$ cat src/rtl/ref_pix_ar_arbiter.sv
// Round-robin arbiter sharing the reference-pixel AXI AR channel between two miss FIFOs.
// Optional perf counters: define REF_PIX_AR_ARB_PERF_CNT_EN.
module ref_pix_ar_arbiter #(
    parameter int          AXI_ADDR_WDTH   = 32,
    parameter int          AXI_ID_WDTH     = 4,
    parameter logic [7:0]  AR_LEN          = 8'd7,
    parameter logic [2:0]  AR_SIZE         = 3'd4,
    parameter int          MAX_OUTSTANDING = 8,
    parameter int          CNT_WDTH        = 4
) (
    input  logic                     clk,
    input  logic                     reset,
    input  logic                     req0_ar_valid,
    input  logic [AXI_ADDR_WDTH-1:0] req0_ar_addr,
    output logic                     req0_ar_pop,
    input  logic                     req1_ar_valid,
    input  logic [AXI_ADDR_WDTH-1:0] req1_ar_addr,
    output logic                     req1_ar_pop,
    output logic                     ref_pix_axi_arvalid,
    input  logic                     ref_pix_axi_arready,
    output logic [AXI_ADDR_WDTH-1:0] ref_pix_axi_araddr,
    output logic [AXI_ID_WDTH-1:0]   ref_pix_axi_arid,
    output logic [7:0]               ref_pix_axi_arlen,
    output logic [2:0]               ref_pix_axi_arsize,
    output logic [1:0]               ref_pix_axi_arburst,
    input  logic                     ref_pix_axi_rvalid,
    input  logic                     ref_pix_axi_rready,
    input  logic                     ref_pix_axi_rlast,
`ifdef REF_PIX_AR_ARB_PERF_CNT_EN
    output logic [31:0]              perf_grant0_cnt,
    output logic [31:0]              perf_grant1_cnt,
    output logic [31:0]              perf_stall_cnt,
`endif
    output logic [CNT_WDTH-1:0]      outstanding_cnt,
    output logic                     arb_err
);

    localparam logic [CNT_WDTH-1:0] MAX_CNT = CNT_WDTH'(MAX_OUTSTANDING);

    logic slot_free;
    logic credit_ok;
    logic any_req;
    logic load;
    logic winner;
    logic dec;
    logic last_grant;

    assign slot_free = !ref_pix_axi_arvalid | ref_pix_axi_arready;
    assign credit_ok = outstanding_cnt < MAX_CNT;
    assign any_req   = req0_ar_valid | req1_ar_valid;
    assign load      = !reset & slot_free & credit_ok & any_req;
    assign dec       = ref_pix_axi_rvalid & ref_pix_axi_rready & ref_pix_axi_rlast;

    assign ref_pix_axi_arlen   = AR_LEN;
    assign ref_pix_axi_arsize  = AR_SIZE;
    assign ref_pix_axi_arburst = 2'b01;

    // Pick the winner: a lone requester wins, contention goes to the one not served last.
    always_comb begin
        winner = req1_ar_valid;
        if (req0_ar_valid & req1_ar_valid) begin
            winner = ~last_grant;
        end
    end

    assign req0_ar_pop = load & !winner;
    assign req1_ar_pop = load & winner;

    // AR register: load the winner when the slot frees, else retire an accepted AR.
    always_ff @(posedge clk) begin
        if (reset) begin
            ref_pix_axi_arvalid <= 1'b0;
            ref_pix_axi_araddr  <= '0;
            ref_pix_axi_arid    <= '0;
        end else if (load) begin
            ref_pix_axi_arvalid <= 1'b1;
            ref_pix_axi_araddr  <= winner ? req1_ar_addr : req0_ar_addr;
            ref_pix_axi_arid    <= AXI_ID_WDTH'(winner);
        end else if (ref_pix_axi_arready) begin
            ref_pix_axi_arvalid <= 1'b0;
        end
    end

    // Round-robin pointer, moved only by an actual load.
    always_ff @(posedge clk) begin
        if (reset) begin
            last_grant <= 1'b1;
        end else if (load) begin
            last_grant <= winner;
        end
    end

    // Outstanding-burst credits: +1 per load, -1 per RLAST; underflow is flagged.
    always_ff @(posedge clk) begin
        if (reset) begin
            outstanding_cnt <= '0;
            arb_err         <= 1'b0;
        end else begin
            if (dec && outstanding_cnt == '0) begin
                arb_err <= 1'b1;
            end
            case ({load, dec})
                2'b10: outstanding_cnt <= outstanding_cnt + CNT_WDTH'(1);
                2'b01: begin
                    if (outstanding_cnt != '0) begin
                        outstanding_cnt <= outstanding_cnt - CNT_WDTH'(1);
                    end
                end
                default: ;
            endcase
        end
    end

`ifdef REF_PIX_AR_ARB_PERF_CNT_EN
    logic stall;
    assign stall = !reset & any_req & slot_free & !credit_ok;

    // Grant and credit-stall statistics, free-running and wrapping.
    always_ff @(posedge clk) begin
        if (reset) begin
            perf_grant0_cnt <= '0;
            perf_grant1_cnt <= '0;
            perf_stall_cnt  <= '0;
        end else begin
            if (req0_ar_pop) perf_grant0_cnt <= perf_grant0_cnt + 32'd1;
            if (req1_ar_pop) perf_grant1_cnt <= perf_grant1_cnt + 32'd1;
            if (stall)       perf_stall_cnt  <= perf_stall_cnt + 32'd1;
        end
    end
`endif

endmodule

$ cat config.mk
export PLATFORM = sky130hd
export DESIGN_NAME = ref_pix_ar_arbiter
export DESIGN_NICKNAME = d
export VERILOG_FILES = /design/src/rtl/ref_pix_ar_arbiter.sv
export SDC_FILE = /design/constraint.sdc
export NUM_CORES = 1
export LEC_CHECK = 0
export ABC_CLOCK_PERIOD_IN_PS = 2600
export CAP_MARGIN = 20
export CORE_MARGIN = 2
export CORE_UTILIZATION = 38
export CTS_CLUSTER_SIZE = 24
export DETAILED_ROUTE_END_ITERATION = 12
export GPL_TIMING_DRIVEN = 0
export PLACE_DENSITY_LB_ADDON = 0.15
export SYNTH_ARGS = -nofsm -noshare
export SYNTH_HDL_FRONTEND = slang
export SYNTH_SLANG_ARGS = --single-unit
$ cat constraint.sdc
create_clock -name clk -period 2.6 [get_ports clk]
set_input_delay 0.26 -clock clk [delete_from_list [all_inputs] [get_ports clk]]
set_output_delay 0.26 -clock clk [all_outputs]
set_load 0.01 [all_outputs]
==> flow_summary.yaml, run 1 <==
detailed_routing:
  drtAntennaViolNets: 0
  dr.pass1.iters: 4
  drt_wl_total_um: 5570
  drc: 0
  first_iter_violations: 109
  routed_via_density: 4.71
  routedWlPerCell_um: 13.4
  vias: 1962
clock_network:
  clk_pin_slew_ps: 70
  clockBufferDepth: 2
  cts_resized: 0
  clkSinkCount: 40
  cts_tree: "done"
  clock_latency_ps: 290
  htree_levels: 2
  cts_root_buf: "clkbuf_8"
  cts_made_buffers: 5
  hold_buffers: 0
  post_cts_buffers: 0
cells_and_area:
  nFillCells: 487
  final-seq-area_sq_um: 801
  final_nets: 417
  layout-drive-gt1-share: 0.197
  layout_common_cells: "clkdlybuf4s50_1 (111), dfxtp_1 (40), nor2_1 (34)"
  multi_input_area_sq_um: 1170
  final_common_cell: "clkdlybuf4s50_1"
  area_growth_pct: 62.4
  diodes: 0
synthesis:
  netlist_top_cells_area: "dfxtp_1 (37%), a211oi_2 (15%), mux2i_1 (15%)"
  ys_seq_area_frac: 0.367
  synth-seq-cells: 40
  synth_cells: 212
  synth_area_leader_cell: "dfxtp_1"
  avgSynthCellArea_sq_um: 10.3
  syn_area_sq_um: 2180
  synth-main-ff-cell: "dfxtp_1"
  synth_cell_type_count: 38
  async_reset_ff_frac: 0
  yosysWarnings: 0
  synth_edf_count: 0
  yosysTopAreaCellShare: 0.367
worst_setup_path:
  critPathLaunchType: "input port"
  path_cells: "clkdlybuf4s50_1 > a21boi_2 > buf_6 > buf_12 > nor3b_1 > clkdlybuf4s50_1"
  cpMostUsedCell: "clkdlybuf4s50_1"
  crit_path_max_fanout: 10
  crit_arrival_ps: 2060
  crit_type: "in2out"
  crit_path_max_incr_delay_ps: 570
  crit_required_ps: 2340
  end_kind: "primary output"
  slowest_stage: "clkdlybuf4s50_1"
timing:
  min_period_ps: 2320
  hold_viol: 0
  setup_viol: 0
  rsz0062_at_grt: "no"
  clock.fmax_mhz: 431
  finalCritPeriodShare: 0.892
  final-max-slew-violation-count: 0
  setup_tns_ps: 0
  worst_pin_slew_ps: 700
  relSlewSlack: 0.534
  clock-skew-final_ps: 12.0
grt:
  grt_busiest_layer: "met2"
  grt_max_degree: 13
  grt_pass1_wl_um: 8790
  grt_pass1_vias: 1840
  grt_use_met1: 0.222
  met3_usage: 0.0475
  track_usage: 0.175
  grt.overflow.total: 0
  grt_antenna_before_repair: 0
  met2_usage: 0.287
floorplanning:
  die_h_um: 79.8
  fp.coreArea_sq_um: 5540
  die_w_um: 79.8
  row_count: 27
  io_pins: 129
  initial_utilization: 0.394
  dieArea_sq_um: 6360
power_and_ir_drop:
  peakVddDrop_mv: 0.250
  p_per_area_nw_per_um2: 494
  power_mw: 1.75
  p_leak_nw: 1.39
place:
  dp_hpwl_um: 4320
  gp_congestion: 0.832
  place.port_buffers: 111
min_path:
  min_path_type: "in2reg"
run_status:
  outcome: "finished clean"
job:
  drv_cap: 0
metal layers:
| layer | up-vias | routed length (um) |
|---|---|---|
| li1 | 990 | - |
| met1 | 883 | 2460 |
| met2 | 81 | 2530 |
| met3 | 8 | 503 |
| met4 | 0 | 70 |
| met5 | - | 0 |
critical path, delay by kind of cell:
kind / cells / cell delay [ps]
buf+inv: 4 / 1430
compound gates: 1 / 180
simple gates: 1 / 180
where the power goes:
part           leakage, nW  switching (mW)  internal (mW)  total (mW)
clock               0.0552           0.213          0.285       0.498
combinational         1.00           0.225          0.320       0.546
sequential           0.332          0.0350          0.670       0.705
final timing paths:
check | startpoint | to | slack [ps] | cells after the start
max reg2reg | outstanding_cnt[3] | outstanding_cnt[2] | 520 | 8
min | reset | outstanding_cnt[3] | 380 | 2
min reg2reg | arb_err | arb_err | 480 | 2
max | req1_ar_valid | req1_ar_pop | 280 | 6
cells in the mapped netlist, types with 2 or more instances:
library cell and instances:
mux2i_1 32, a211oi_1 5, dfxtp_1 40, nand2_1 3
clkbuf_1 5, nand2b_1 3, buf_2 3, buf_12 3
buf_4 19, conb_1 2, nand3_1 5, nor2_1 34
a21oi_1 5, or3_1 2, a211oi_2 27, buf_6 2
kinds of logic after synthesis:
| logic type | after synthesis | synth area share |
|---|---|---|
| AO/OA/AOI/OAI | 47 | 0.227 |
| XOR/XNOR | 1 | 0.00402 |
| adder cells (fa/ha/maj) | 1 | 0.00574 |
| buffers and inverters | 32 | 0.119 |
| flip-flops | 40 | 0.367 |
| multiplexers | 32 | 0.147 |
| other | 2 | 0.00344 |
| AND/OR/NAND/NOR | 57 | 0.127 |
per-stage QoR:
step                std cells  cell area [sq um]   util  setup WS (ps)  hold slack [ps]
global route              417               3540  0.639            195              436
floorplan                 226               2230      -            726              457
global placement          409               3430  0.620            220              458
detailed placement        409               3430  0.620            206              451
CTS                       417               3540  0.639            257              361
finish                    417               3540  0.639            282              375
layout make-up:
class                   instances  share of cell area
well taps                      72              0.0254
plain buffers                  32              0.0731
clock buffers                   6              0.0205
flip-flops and latches         40               0.226
clock inverters                 2             0.00989
repair buffers                111               0.314
multi-input cells             154               0.331
state kept, by name, summed over array words and instances (netlist names):
signal	count
outstanding_cnt	4
ref_pix_axi_araddr	32
ref_pix_axi_arvalid	1
ref_pix_axi_arid	1
last_grant	1
arb_err	1
No activity file was read; power rests on OpenSTA's default activity.
==> run 2, diff against run 1 <==
--- a/config.mk
+++ b/config.mk
@@ -13,6 +13,7 @@
 export DETAILED_ROUTE_END_ITERATION = 12
 export GPL_TIMING_DRIVEN = 0
 export PLACE_DENSITY_LB_ADDON = 0.15
+export SKIP_LAST_GASP = 1
 export SYNTH_ARGS = -nofsm -noshare
 export SYNTH_HDL_FRONTEND = slang
 export SYNTH_SLANG_ARGS = --single-unit
==> results of run 2 <==
No change in the layout: final DEF, timing and power equal those of run 1.
==> run 3, diff against run 2 <==
--- a/config.mk
+++ b/config.mk
@@ -7,7 +7,7 @@
 export LEC_CHECK = 0
 export ABC_CLOCK_PERIOD_IN_PS = 2600
 export CAP_MARGIN = 20
-export CORE_MARGIN = 2
+export CORE_MARGIN = 10
 export CORE_UTILIZATION = 38
 export CTS_CLUSTER_SIZE = 24
 export DETAILED_ROUTE_END_ITERATION = 12
==> run 3 against run 2 <==
  * Setup slack got worse by 28 ps
  * Non-clock buffer count unchanged
  * Design area shrank 0.85%
  * Critical path depth is the same
  * Clock skew is 8.9 ps lower
  * Sequential share of layout area rose by 0.19 points
  * Combinational power is 1% higher
  * Sequential power hardly changed
  * Fmax shrank 1.2%
  * Wire length rose by 18%
  * Final cell count shrank 0.24%
  * Register-to-register slack lost 110 ps
  * Largest power group unchanged
==> flow_summary.yaml, run 3 (same netlist as run 1, synthesis figures left out) <==
clock_network:
  clock_latency_ps: 290
  clk_pin_slew_ps: 70
  cts_root_buf: "clkbuf_8"
  hold_buffers: 0
  cts_made_buffers: 5
  post_cts_buffers: 0
  cts_tree: "done"
  clkSinkCount: 40
  htree_levels: 2
  clockBufferDepth: 2
  cts_resized: 0
floorplanning:
  die_w_um: 95.8
  dieArea_sq_um: 9170
  die_h_um: 95.8
  initial_utilization: 0.394
  io_pins: 129
  fp.coreArea_sq_um: 5540
  row_count: 27
detailed_routing:
  drc: 0
  drt_wl_total_um: 6580
  drtAntennaViolNets: 0
  first_iter_violations: 37
  routedWlPerCell_um: 15.8
  routed_via_density: 4.71
  dr.pass1.iters: 4
  vias: 1961
timing:
  clock-skew-final_ps: 3.13
  hold_viol: 0
  setup_tns_ps: 0
  min_period_ps: 2350
  rsz0062_at_grt: "no"
  setup_ws_ps: 254
  timing.hold.ws_ps: 368
  worst_pin_slew_ps: 692
  clock.fmax_mhz: 426
  final-max-slew-violation-count: 0
  finalCritPeriodShare: 0.902
  setup_viol: 0
  relSlewSlack: 0.539
cells_and_area:
  final_util: 0.634
  diodes: 0
  largest_register_ffs: 32
  final_common_cell: "clkdlybuf4s50_1"
  layout-drive-gt1-share: 0.195
  final_nets: 417
  layout_common_cells: "clkdlybuf4s50_1 (111), dfxtp_1 (40), nor2_1 (34)"
  reg_top3: "ref_pix_axi_araddr (32), outstanding_cnt (4)"
  area_growth_pct: 61.0
  regMostFlops: "ref_pix_axi_araddr"
grt:
  grt.overflow.total: 0
  grt_antenna_before_repair: 0
  grt_pass1_vias: 1990
  track_usage: 0.141
  grt_pass1_wl_um: 10300
  grt_max_degree: 12
power_and_ir_drop:
  switchingPower_mw: 0.468
  comb_power_share: 0.336
  intPower_mw: 1.17
  power_frac_seq: 0.430
  peakVddDrop_mv: 0.311
  p_per_area_nw_per_um2: 467
  p_clk_frac: 0.234
  p_leak_nw: 1.37
  p_sw_frac: 0.285
worst_setup_path:
  crit_type: "in2out"
  critPathLaunchType: "input port"
  cpMostUsedCell: "clkdlybuf4s50_1"
  crit_required_ps: 2340
  end_kind: "primary output"
  crit_arrival_ps: 2090
  slowest_stage: "clkdlybuf4s50_1"
  path_cells: "clkdlybuf4s50_1 > a21boi_2 > buf_6 > buf_12 > nor3b_1 > clkdlybuf4s50_1"
  crit_path_max_incr_delay_ps: 580
  crit_path_max_fanout: 10
job:
  drv_cap: 0
place:
  dp_hpwl_um: 5370
  place.port_buffers: 111
  gp_congestion: 0.804
  post-place-ws_ps: 84.3
run_status:
  outcome: "finished clean"
min_path:
  min_path_type: "in2reg"
run 3: cell types whose count changed in the layout (fill, tap and decap cells not counted), sizes merged:
cell    delta
bufinv     -1
run 3: critical path, delay by kind of cell:
kind                   cells  cell delay [ps]
AOI/OAI and AO/OA          1              190
buffers and inverters      4             1440
and+or+nand+nor            1              170
run 3: power by group through the flow:
stage          Combinational, mW  Sequential (mW)  Clock [mW]
4_1_cts                    0.559            0.706       0.399
5_1_grt                    0.596            0.715       0.434
3_5_place_dp               0.557            0.720           0
2_1_floorplan              0.260            0.744           0
3_3_place_gp               0.550            0.717           0
6_report                   0.552            0.706       0.384
run 3: per-stage QoR:
stage	instance area [sq um]	instances	power (mW)
2_1_floorplan	2230	226	1.00
3_3_place_gp	3430	409	1.27
3_5_place_dp	3430	409	1.28
4_1_cts	3510	416	1.66
5_1_grt	3510	416	1.75
6_report	3510	416	1.64
run 3: layout make-up:
cell class	instances	area, sq um
Clock buffer	6	72.6
Buffer	32	259
Clock inverter	1	5.00
Timing Repair Buffer	111	1110
Tap cell	72	90.1
Fill cell	509	2030
Sequential cell	40	801
Multi-Input combinational cell	154	1170
run 3: final timing paths:
check | startpoint | endpoint | slack [ps] | cells after the start
hold reg to reg | ref_pix_axi_arid[0] | ref_pix_axi_arid[0] | 460 | 2
hold / removal | reset | outstanding_cnt[3] | 370 | 2
setup / recovery | req1_ar_valid | req1_ar_pop | 250 | 6
setup reg to reg | outstanding_cnt[3] | outstanding_cnt[2] | 410 | 8
run 3: routing by layer:
layer	track usage	vias to the layer above	share of wire
met3	0.0638	7	0.11
met1	0.170	877	0.44
met4	0.0369	0	0.0097
li1	-	991	-
met5	0	-	0
met2	0.222	86	0.45
